[src/rtl/rs_pkg.sv]
// Shared types and constants for the reservation station bank: entry record,
// reserved "operand valid" tag and the CDB tag-match helper.
package rs_pkg;

   localparam int ALU_OP_WIDTH = 3;
   localparam int RS_XLEN      = 32;
   localparam int RS_TAG_WIDTH = 32;

   localparam logic [RS_TAG_WIDTH-1:0] TAG_NONE = '0;

   typedef struct packed {
      logic                    busy;
      logic [RS_TAG_WIDTH-1:0] q1;
      logic [RS_XLEN-1:0]      v1;
      logic [RS_TAG_WIDTH-1:0] q2;
      logic [RS_XLEN-1:0]      v2;
      logic [ALU_OP_WIDTH-1:0] op;
      logic                    sign;
      logic [RS_TAG_WIDTH-1:0] rob;
   } rs_entry_t;

   // Tag 0 means the operand is already present, so it must never match the CDB.
   function automatic logic tagHit(input logic                    cdbActive,
                                   input logic [RS_TAG_WIDTH-1:0] waitTag,
                                   input logic [RS_TAG_WIDTH-1:0] cdbTag);
      return cdbActive && (waitTag != TAG_NONE) && (waitTag == cdbTag);
   endfunction

endpackage

[src/rtl/reservation_station_bank_if.sv]
// Dispatch / CDB / functional-unit bundle of the reservation station bank.
// The master side is the issuer and FU; the slave side is the bank itself.
interface reservation_station_bank_if #(
   parameter int XLEN      = 32,
   parameter int TAG_WIDTH = 32,
   parameter int DEPTH     = 4
);
   import rs_pkg::*;

   localparam int COUNT_WIDTH = $clog2(DEPTH + 1);

   logic                    enable;
   logic [TAG_WIDTH-1:0]    q1_in;
   logic [TAG_WIDTH-1:0]    q2_in;
   logic [XLEN-1:0]         v1_in;
   logic [XLEN-1:0]         v2_in;
   logic [ALU_OP_WIDTH-1:0] alu_op_in;
   logic                    alu_sign_in;
   logic [TAG_WIDTH-1:0]    reorder_buffer_tag_in;
   logic                    flush;
   logic                    cdb_active;
   logic [TAG_WIDTH-1:0]    cdb_tag;
   logic [XLEN-1:0]         cdb_data;
   logic                    dispatched_in;

   logic [XLEN-1:0]         v1_out;
   logic [XLEN-1:0]         v2_out;
   logic [ALU_OP_WIDTH-1:0] alu_op_out;
   logic                    alu_sign_out;
   logic [TAG_WIDTH-1:0]    reorder_buffer_tag_out;
   logic                    ready_to_execute;
   logic                    full;
   logic [COUNT_WIDTH-1:0]  busy_count;

   modport master (
      output enable, q1_in, q2_in, v1_in, v2_in, alu_op_in, alu_sign_in,
             reorder_buffer_tag_in, flush, cdb_active, cdb_tag, cdb_data,
             dispatched_in,
      input  v1_out, v2_out, alu_op_out, alu_sign_out, reorder_buffer_tag_out,
             ready_to_execute, full, busy_count
   );

   modport slave (
      input  enable, q1_in, q2_in, v1_in, v2_in, alu_op_in, alu_sign_in,
             reorder_buffer_tag_in, flush, cdb_active, cdb_tag, cdb_data,
             dispatched_in,
      output v1_out, v2_out, alu_op_out, alu_sign_out, reorder_buffer_tag_out,
             ready_to_execute, full, busy_count
   );

endinterface

[src/rtl/rs_oldest_ready_select.sv]
// Age-matrix arbiter: grants the oldest entry among those flagged ready.
// r_older[i][j] = 1 means entry i was issued before entry j.
module rs_oldest_ready_select #(
   parameter int DEPTH = 4
) (
   input  logic             clk,
   input  logic             reset,
   input  logic [DEPTH-1:0] i_busy,
   input  logic [DEPTH-1:0] i_ready,
   input  logic [DEPTH-1:0] i_issue,
   input  logic [DEPTH-1:0] i_free,
   input  logic             i_flush,
   output logic [DEPTH-1:0] o_grant,
   output logic             o_valid
);

   logic [DEPTH-1:0] r_older [DEPTH];
   logic [DEPTH-1:0] w_blocked;

   // A new entry becomes younger than every entry still busy; a freed entry forgets all order.
   always_ff @(posedge clk or negedge reset) begin
      if (!reset) begin
         for (int i = 0; i < DEPTH; i++) r_older[i] <= '0;
      end else if (i_flush) begin
         for (int i = 0; i < DEPTH; i++) r_older[i] <= '0;
      end else begin
         for (int i = 0; i < DEPTH; i++) begin
            for (int j = 0; j < DEPTH; j++) begin
               if (i_free[i] || i_free[j])
                  r_older[i][j] <= 1'b0;
               else if (i_issue[j] && i_busy[i])
                  r_older[i][j] <= 1'b1;
               else if (i_issue[i])
                  r_older[i][j] <= 1'b0;
            end
         end
      end
   end

   always_comb begin
      w_blocked = '0;
      for (int i = 0; i < DEPTH; i++) begin
         for (int j = 0; j < DEPTH; j++) begin
            if (i_ready[j] && r_older[j][i]) w_blocked[i] = 1'b1;
         end
      end
   end

   assign o_grant = i_ready & ~w_blocked;
   assign o_valid = |i_ready;

endmodule

[src/rtl/reservation_station_bank.sv]
// DEPTH-entry reservation station in front of one ALU: issue with CDB bypass,
// operand snooping, and oldest-ready presentation to the functional unit.
module reservation_station_bank
   import rs_pkg::*;
#(
   parameter int XLEN      = 32,
   parameter int TAG_WIDTH = 32,
   parameter int DEPTH     = 4
) (
   input  logic                        clk,
   input  logic                        reset,
   reservation_station_bank_if.slave   bus
);

   localparam int COUNT_WIDTH = $clog2(DEPTH + 1);

   rs_entry_t r_entries [DEPTH];

   logic [DEPTH-1:0]        w_busy;
   logic [DEPTH-1:0]        w_ready;
   logic [DEPTH-1:0]        w_grant;
   logic [DEPTH-1:0]        w_issueOneHot;
   logic [DEPTH-1:0]        w_freeOneHot;
   logic                    w_anyReady;
   logic                    w_full;
   logic                    w_doIssue;
   logic                    w_doFree;
   logic                    w_foundFree;
   logic [COUNT_WIDTH-1:0]  w_count;
   rs_entry_t               w_newEntry;

   logic [XLEN-1:0]         w_v1Out;
   logic [XLEN-1:0]         w_v2Out;
   logic [ALU_OP_WIDTH-1:0] w_opOut;
   logic                    w_signOut;
   logic [TAG_WIDTH-1:0]    w_robOut;

   always_comb begin
      w_busy  = '0;
      w_ready = '0;
      w_count = '0;
      for (int i = 0; i < DEPTH; i++) begin
         w_busy[i]  = r_entries[i].busy;
         w_ready[i] = r_entries[i].busy && (r_entries[i].q1 == TAG_NONE)
                                        && (r_entries[i].q2 == TAG_NONE);
         w_count    = w_count + COUNT_WIDTH'(r_entries[i].busy);
      end
   end

   assign w_full    = &w_busy;
   assign w_doIssue = bus.enable && !w_full && !bus.flush;
   assign w_doFree  = bus.dispatched_in && w_anyReady;

   // Slot choice uses registered busy bits, so a slot freed this cycle is not reused until next.
   always_comb begin
      w_issueOneHot = '0;
      w_foundFree   = 1'b0;
      for (int i = 0; i < DEPTH; i++) begin
         if (!w_busy[i] && !w_foundFree) begin
            w_issueOneHot[i] = w_doIssue;
            w_foundFree      = 1'b1;
         end
      end
   end

   assign w_freeOneHot = w_doFree ? w_grant : '0;

   always_comb begin
      w_newEntry      = '0;
      w_newEntry.busy = 1'b1;
      w_newEntry.op   = bus.alu_op_in;
      w_newEntry.sign = bus.alu_sign_in;
      w_newEntry.rob  = bus.reorder_buffer_tag_in;
      if (tagHit(bus.cdb_active, bus.q1_in, bus.cdb_tag)) begin
         w_newEntry.q1 = TAG_NONE;
         w_newEntry.v1 = bus.cdb_data;
      end else begin
         w_newEntry.q1 = bus.q1_in;
         w_newEntry.v1 = bus.v1_in;
      end
      if (tagHit(bus.cdb_active, bus.q2_in, bus.cdb_tag)) begin
         w_newEntry.q2 = TAG_NONE;
         w_newEntry.v2 = bus.cdb_data;
      end else begin
         w_newEntry.q2 = bus.q2_in;
         w_newEntry.v2 = bus.v2_in;
      end
   end

   // Flush beats everything; a dispatch beats a same-cycle snoop of the same entry.
   always_ff @(posedge clk or negedge reset) begin
      if (!reset) begin
         for (int i = 0; i < DEPTH; i++) r_entries[i] <= '0;
      end else begin
         for (int i = 0; i < DEPTH; i++) begin
            if (bus.flush) begin
               r_entries[i].busy <= 1'b0;
            end else if (w_freeOneHot[i]) begin
               r_entries[i].busy <= 1'b0;
            end else if (w_issueOneHot[i]) begin
               r_entries[i] <= w_newEntry;
            end else if (r_entries[i].busy) begin
               if (tagHit(bus.cdb_active, r_entries[i].q1, bus.cdb_tag)) begin
                  r_entries[i].q1 <= TAG_NONE;
                  r_entries[i].v1 <= bus.cdb_data;
               end
               if (tagHit(bus.cdb_active, r_entries[i].q2, bus.cdb_tag)) begin
                  r_entries[i].q2 <= TAG_NONE;
                  r_entries[i].v2 <= bus.cdb_data;
               end
            end
         end
      end
   end

   rs_oldest_ready_select #(
      .DEPTH (DEPTH)
   ) u_select (
      .clk     (clk),
      .reset   (reset),
      .i_busy  (w_busy),
      .i_ready (w_ready),
      .i_issue (w_issueOneHot),
      .i_free  (w_freeOneHot),
      .i_flush (bus.flush),
      .o_grant (w_grant),
      .o_valid (w_anyReady)
   );

   // Grant is one-hot or zero, so the outputs fall to 0 when nothing is ready.
   always_comb begin
      w_v1Out   = '0;
      w_v2Out   = '0;
      w_opOut   = '0;
      w_signOut = 1'b0;
      w_robOut  = '0;
      for (int i = 0; i < DEPTH; i++) begin
         if (w_grant[i]) begin
            w_v1Out   = r_entries[i].v1;
            w_v2Out   = r_entries[i].v2;
            w_opOut   = r_entries[i].op;
            w_signOut = r_entries[i].sign;
            w_robOut  = r_entries[i].rob;
         end
      end
   end

   assign bus.v1_out                 = w_v1Out;
   assign bus.v2_out                 = w_v2Out;
   assign bus.alu_op_out             = w_opOut;
   assign bus.alu_sign_out           = w_signOut;
   assign bus.reorder_buffer_tag_out = w_robOut;
   assign bus.ready_to_execute       = w_anyReady;
   assign bus.full                   = w_full;
   assign bus.busy_count             = w_count;

endmodule
[src/flat_wrapper.sv]
// flat-port wrapper written by rule: the top's interface ports become plain ports
module reservation_station_bank_flat import rs_pkg::*;
#(
   parameter int XLEN      = 32,
   parameter int TAG_WIDTH = 32,
   parameter int DEPTH     = 4
)
  (clk, reset, bus_enable, bus_q1_in, bus_q2_in, bus_v1_in, bus_v2_in, bus_alu_op_in, bus_alu_sign_in, bus_reorder_buffer_tag_in, bus_flush, bus_cdb_active, bus_cdb_tag, bus_cdb_data, bus_dispatched_in, bus_v1_out, bus_v2_out, bus_alu_op_out, bus_alu_sign_out, bus_reorder_buffer_tag_out, bus_ready_to_execute, bus_full, bus_busy_count);
  reservation_station_bank_if #(.XLEN(XLEN), .TAG_WIDTH(TAG_WIDTH), .DEPTH(DEPTH)) bus_i ();
  input  logic clk;
  input  logic reset;
  input wire logic [$bits(bus_i.enable)-1:0] bus_enable;
  input wire logic [$bits(bus_i.q1_in)-1:0] bus_q1_in;
  input wire logic [$bits(bus_i.q2_in)-1:0] bus_q2_in;
  input wire logic [$bits(bus_i.v1_in)-1:0] bus_v1_in;
  input wire logic [$bits(bus_i.v2_in)-1:0] bus_v2_in;
  input wire logic [$bits(bus_i.alu_op_in)-1:0] bus_alu_op_in;
  input wire logic [$bits(bus_i.alu_sign_in)-1:0] bus_alu_sign_in;
  input wire logic [$bits(bus_i.reorder_buffer_tag_in)-1:0] bus_reorder_buffer_tag_in;
  input wire logic [$bits(bus_i.flush)-1:0] bus_flush;
  input wire logic [$bits(bus_i.cdb_active)-1:0] bus_cdb_active;
  input wire logic [$bits(bus_i.cdb_tag)-1:0] bus_cdb_tag;
  input wire logic [$bits(bus_i.cdb_data)-1:0] bus_cdb_data;
  input wire logic [$bits(bus_i.dispatched_in)-1:0] bus_dispatched_in;
  output wire logic [$bits(bus_i.v1_out)-1:0] bus_v1_out;
  output wire logic [$bits(bus_i.v2_out)-1:0] bus_v2_out;
  output wire logic [$bits(bus_i.alu_op_out)-1:0] bus_alu_op_out;
  output wire logic [$bits(bus_i.alu_sign_out)-1:0] bus_alu_sign_out;
  output wire logic [$bits(bus_i.reorder_buffer_tag_out)-1:0] bus_reorder_buffer_tag_out;
  output wire logic [$bits(bus_i.ready_to_execute)-1:0] bus_ready_to_execute;
  output wire logic [$bits(bus_i.full)-1:0] bus_full;
  output wire logic [$bits(bus_i.busy_count)-1:0] bus_busy_count;
  assign bus_i.enable = bus_enable;
  assign bus_i.q1_in = bus_q1_in;
  assign bus_i.q2_in = bus_q2_in;
  assign bus_i.v1_in = bus_v1_in;
  assign bus_i.v2_in = bus_v2_in;
  assign bus_i.alu_op_in = bus_alu_op_in;
  assign bus_i.alu_sign_in = bus_alu_sign_in;
  assign bus_i.reorder_buffer_tag_in = bus_reorder_buffer_tag_in;
  assign bus_i.flush = bus_flush;
  assign bus_i.cdb_active = bus_cdb_active;
  assign bus_i.cdb_tag = bus_cdb_tag;
  assign bus_i.cdb_data = bus_cdb_data;
  assign bus_i.dispatched_in = bus_dispatched_in;
  assign bus_v1_out = bus_i.v1_out;
  assign bus_v2_out = bus_i.v2_out;
  assign bus_alu_op_out = bus_i.alu_op_out;
  assign bus_alu_sign_out = bus_i.alu_sign_out;
  assign bus_reorder_buffer_tag_out = bus_i.reorder_buffer_tag_out;
  assign bus_ready_to_execute = bus_i.ready_to_execute;
  assign bus_full = bus_i.full;
  assign bus_busy_count = bus_i.busy_count;
  reservation_station_bank #(.XLEN(XLEN), .TAG_WIDTH(TAG_WIDTH), .DEPTH(DEPTH)) u_core (.clk(clk), .reset(reset), .bus(bus_i));
endmodule
[config.mk]
export PLATFORM = sky130hd
export DESIGN_NAME = reservation_station_bank_flat
export DESIGN_NICKNAME = d
export VERILOG_FILES = /design/src/rtl/rs_pkg.sv /design/src/rtl/reservation_station_bank_if.sv /design/src/rtl/rs_oldest_ready_select.sv /design/src/rtl/reservation_station_bank.sv /design/src/flat_wrapper.sv
export SDC_FILE = /design/constraint.sdc
export NUM_CORES = 2
export LEC_CHECK = 0
export BUFFER_PORTS_ARGS = -buffer_cell sky130_fd_sc_hd__buf_2
export CAP_MARGIN = 10
export CORE_ASPECT_RATIO = 0.5
export CORE_MARGIN = 2
export CORE_UTILIZATION = 35
export CTS_CLUSTER_DIAMETER = 40
export DETAILED_ROUTE_END_ITERATION = 10
export PLACE_DENSITY_LB_ADDON = 0.2
export SETUP_SLACK_MARGIN = 0.1
export SYNTH_ARGS = -nofsm -noshare
export SYNTH_HDL_FRONTEND = slang
export SYNTH_SLANG_ARGS = --single-unit
[constraint.sdc]
create_clock -name clk -period 2.9 [get_ports clk]
set_clock_uncertainty 0.05 [all_clocks]
set_input_delay 0.29 -clock clk [delete_from_list [all_inputs] [get_ports clk]]
set_output_delay 0.29 -clock clk [all_outputs]
set_load 0.01 [all_outputs]
==> flow_metrics.env <==
export IMPL_globalplace_congestion=0.9298
export IMPL_maxSlewViolCount=0
export IMPL_worstMarginPinSlew_ps=1163
export IMPL_crit_fanout=6
export IMPL_cp_common_cell="buf_12"
export IMPL_holdPathStages=4
export IMPL_setup_viol=365
export IMPL_path_clk_slew_ps=70
export IMPL_grt_pass1_vias=32490
export IMPL_die_w_um=451.9
export IMPL_dpl_cell_area_um2=43830
export IMPL_gr_total_overflow=0
export IMPL_fin_ws_ps=-1312
export IMPL_syn_inst=3151
export IMPL_hold_violations=0
export IMPL_dieArea_um2=103000
export IMPL_drive_above_1_share=0.4474
export IMPL_synth_seq_cells=676
export IMPL_syn_num_nets=3390
export IMPL_path_cells="nor4_2, nand4_1, nor4_4, buf_4, buf_6, a32o_2, or2_4, buf_12, buf_12, o21ai_4, a22oi_2, buf_2"
export IMPL_cp_required_ps=2560
export IMPL_wl_mm=150.0
export IMPL_drtIter0Drc=2827
export IMPL_synth_flop_cell="dfrtp_1"
export IMPL_dp_cells=5239
export IMPL_netlist_area_um2=35110
export IMPL_final_nets=4542
export IMPL_slew_headroom=0.2203
export IMPL_cp_slowest_stage_delay_ps=490
export IMPL_synth_fa_ha_area_frac=0.001996
export IMPL_cap_viol_max_count=0
export IMPL_synth_warnings=0
export IMPL_gr_usage_all_layers=0.2802
export IMPL_critPathBufInv=5
export IMPL_dr_pass1_iters=5
export IMPL_final_cell_mix="dfrtp_1 (676), buf_4 (562), mux2_2 (334)"
export IMPL_core_um2=99830
export IMPL_holdCritStartpoint="bus_q2_in[15]"
export IMPL_cts_buffer_depth=3
export IMPL_cts_buffers=93
export IMPL_period_share=1.452
export IMPL_ios=339
export IMPL_design_area_um2=52780
export IMPL_antenna_found_initial=5
export IMPL_hp_class="primary input to flop"
export IMPL_mostFrequentLayoutCell="dfrtp_1"
export IMPL_cp_slowest_cell="nor4_4"
export IMPL_cts_tree="built"
export IMPL_wl_per_cell_um=26.17
export IMPL_r2r_start="u_core.r_entries[324]$_DFFE_PN0P_"
export IMPL_area_growth_pct=50.33
export IMPL_ir_worst_vdd_mv=0.4414
export IMPL_grt_pass1_wl_mm=217.4
export IMPL_run_status="complete, but fails checks"
export IMPL_worst_setup_path_start_kind="flop"
export IMPL_path_class="flop to output pin"
export IMPL_insertion_delay_ps=700
export IMPL_fin_total_pwr_mw=30.36
export IMPL_synth_largest_area_cell="dfrtp_1"
export IMPL_place_ws_ps=-932.3
export IMPL_synth_compound_area_frac=0.1398
export IMPL_die_h_um=228.0
export IMPL_num_rows=82
export IMPL_syn_area_per_cell_um2=11.14
export IMPL_via_per_inst=5.566
export IMPL_synth_top_family_by_area="multiplexers"
export IMPL_rsz0062_at_grt="true"
export IMPL_whs_endpoint="u_core.r_entries[578]$_DFFE_PN0P_"
export IMPL_clock_sinks=676
export IMPL_root_buffer="clkbuf_16"
export IMPL_ant_nets=0
export IMPL_muxShareOfSynthArea=0.1756
export IMPL_vias=31900
export IMPL_leakagePower_nw=24.10
export IMPL_synth_edff_count=0
export IMPL_grt_max_degree=75
export IMPL_dpl_hpwl_mm=99.08
export IMPL_r2r_slack_ps=-1060
export IMPL_synth_top_area_frac=0.4818
export IMPL_yosys_area_share_xor_xnor=0.07858
export IMPL_worst_ep_arrival_time_ps=3870
export IMPL_synth_cell_types=55
export IMPL_synthArstFlopShare=1.000
export IMPL_final_instance_count_excl_fill=5730
export IMPL_route_detailed_drc=0
export IMPL_yosys_area_share_simple=0.08960
export IMPL_h_tree_depth=3
export IMPL_crit_family="simple AND/OR/NAND/NOR gates"
export IMPL_failed_checks="setup timing"
export IMPL_yosysSeqAreaShare=0.4818
export IMPL_fin_crit_ps=4212
export IMPL_cp_end_kind="output pin"
export IMPL_portBuffers=338
export IMPL_reg2regPathDepth=17
export IMPL_r2r_end="u_core.r_entries[384]$_DFFE_PN0P_"
export IMPL_p_per_area_nw_per_um2=575.3
export IMPL_fmaxAchievable_ghz=0.2374
export IMPL_synthTopCellsByArea="dfrtp_1 (48%), mux2_2 (11%), a22o_1 (6.4%)"
export IMPL_start_util=0.3517
registers in the layout, indices dropped and copies added, names as in the netlist:
register and cells:
u_core.r_entries 660, u_core.u_select.r_older 16
synth_stat cells, drive strengths merged (3+ instances only):
master	n
dfrtp	676
mux2	400
a22o	256
nand2	222
o21ai	212
xor2	199
clkbuf	151
mux2i	145
nor4	140
a21oi	131
nand3	116
xnor2	116
buf	102
a22oi	91
nand4	50
nor3	30
nor2	19
or3	18
inv	13
and2	8
o2111ai	7
or2	6
nor2b	5
a32o	4
ha	4
o21a	4
a21boi	3
and3	3
what timing repair did:
item | 4_1_cts | 5_1_grt
setup endpoints to repair | 384 | 538
hold endpoints to repair | 692 | 0
resized for setup | 237 | 286
pin swaps | 52 | 69
hold buffers | 211 | 0
buffers inserted | 39 | 29
cloned | 19 | 20
worst max-delay path by stage:
| stage | depth (start not counted) | to | slack, ps | startpoint |
|---|---|---|---|---|
| floorplan | 9 | bus_alu_op_out[0] | 90 | u_core.r_entries[425]$_DFFE_PN0P_ |
| global placement | 11 | bus_v1_out[8] | -970 | u_core.r_entries[473]$_DFFE_PN0P_ |
| detailed placement | 11 | bus_v1_out[8] | -930 | u_core.r_entries[473]$_DFFE_PN0P_ |
| CTS | 16 | bus_v1_out[8] | -1230 | u_core.r_entries[255]$_DFFE_PN0P_ |
| global route | 15 | bus_v1_out[9] | -1400 | u_core.r_entries[579]$_DFFE_PN0P_ |
| finish | 12 | bus_v1_out[8] | -1310 | u_core.r_entries[324]$_DFFE_PN0P_ |
power breakdown:
part / switching (mW) / leakage [nW] / internal, mW
clock: 5.05 / 1.59 / 7.26
combinational: 2.73 / 13.8 / 3.30
sequential: 1.05 / 8.70 / 11.0
total: 8.83 / 24.1 / 21.5
layer usage:
layer  global-route usage  wire length (um)
met3              0.05825             10610
met1               0.3854             65620
met4               0.1041              6018
met5                    0                27
met2               0.4345             67710
worst register-to-register path: stages, from the launching register on:
cell and delay (ps):
dfrtp_1 390, nor4_2 380, nand4_1 290, nor4_4 490
buf_4 210, buf_6 110, a32o_2 150, buf_6 100
nor2_4 30, buf_12 150, buf_6 120, buf_6 100
buf_6 100, buf_6 120, a211o_4 400, buf_6 150
buf_12 150, mux2_4 310
logic make-up (layout without fill, tap and decap cells):
group           Yosys count  in the layout
flops                   676            676
mux                     545            545
buf+inv                 266           1497
xor+xnor                315            315
simple gates            624            624
other cells               0              3
fa+ha+maj                 5              5
compound gates          720            721
area by class of cell:
| class | instances | area, um2 |
|---|---|---|
| Antenna cell | 3 | 7.507 |
| Clock buffer | 105 | 2424 |
| Clock inverter | 70 | 880.8 |
| Fill cell | 8640 | 47050 |
| Inverter | 13 | 48.80 |
| Multi-Input combinational cell | 2210 | 18780 |
| Sequential cell | 676 | 16920 |
| Tap cell | 1344 | 1682 |
| Timing Repair Buffer | 1309 | 12040 |
metrics by stage:
step	setup TNS, ps	hold WS [ps]	utilization
finish	-277410	48.05	0.5287
global route	-310690	20.33	0.5287
CTS	-215610	6.215	0.5110
detailed placement	-176400	401.4	0.4390
global placement	-188990	391.2	0.4390
floorplan	0	-55.59	-
Note: power is estimated with default switching activity, not from simulation.
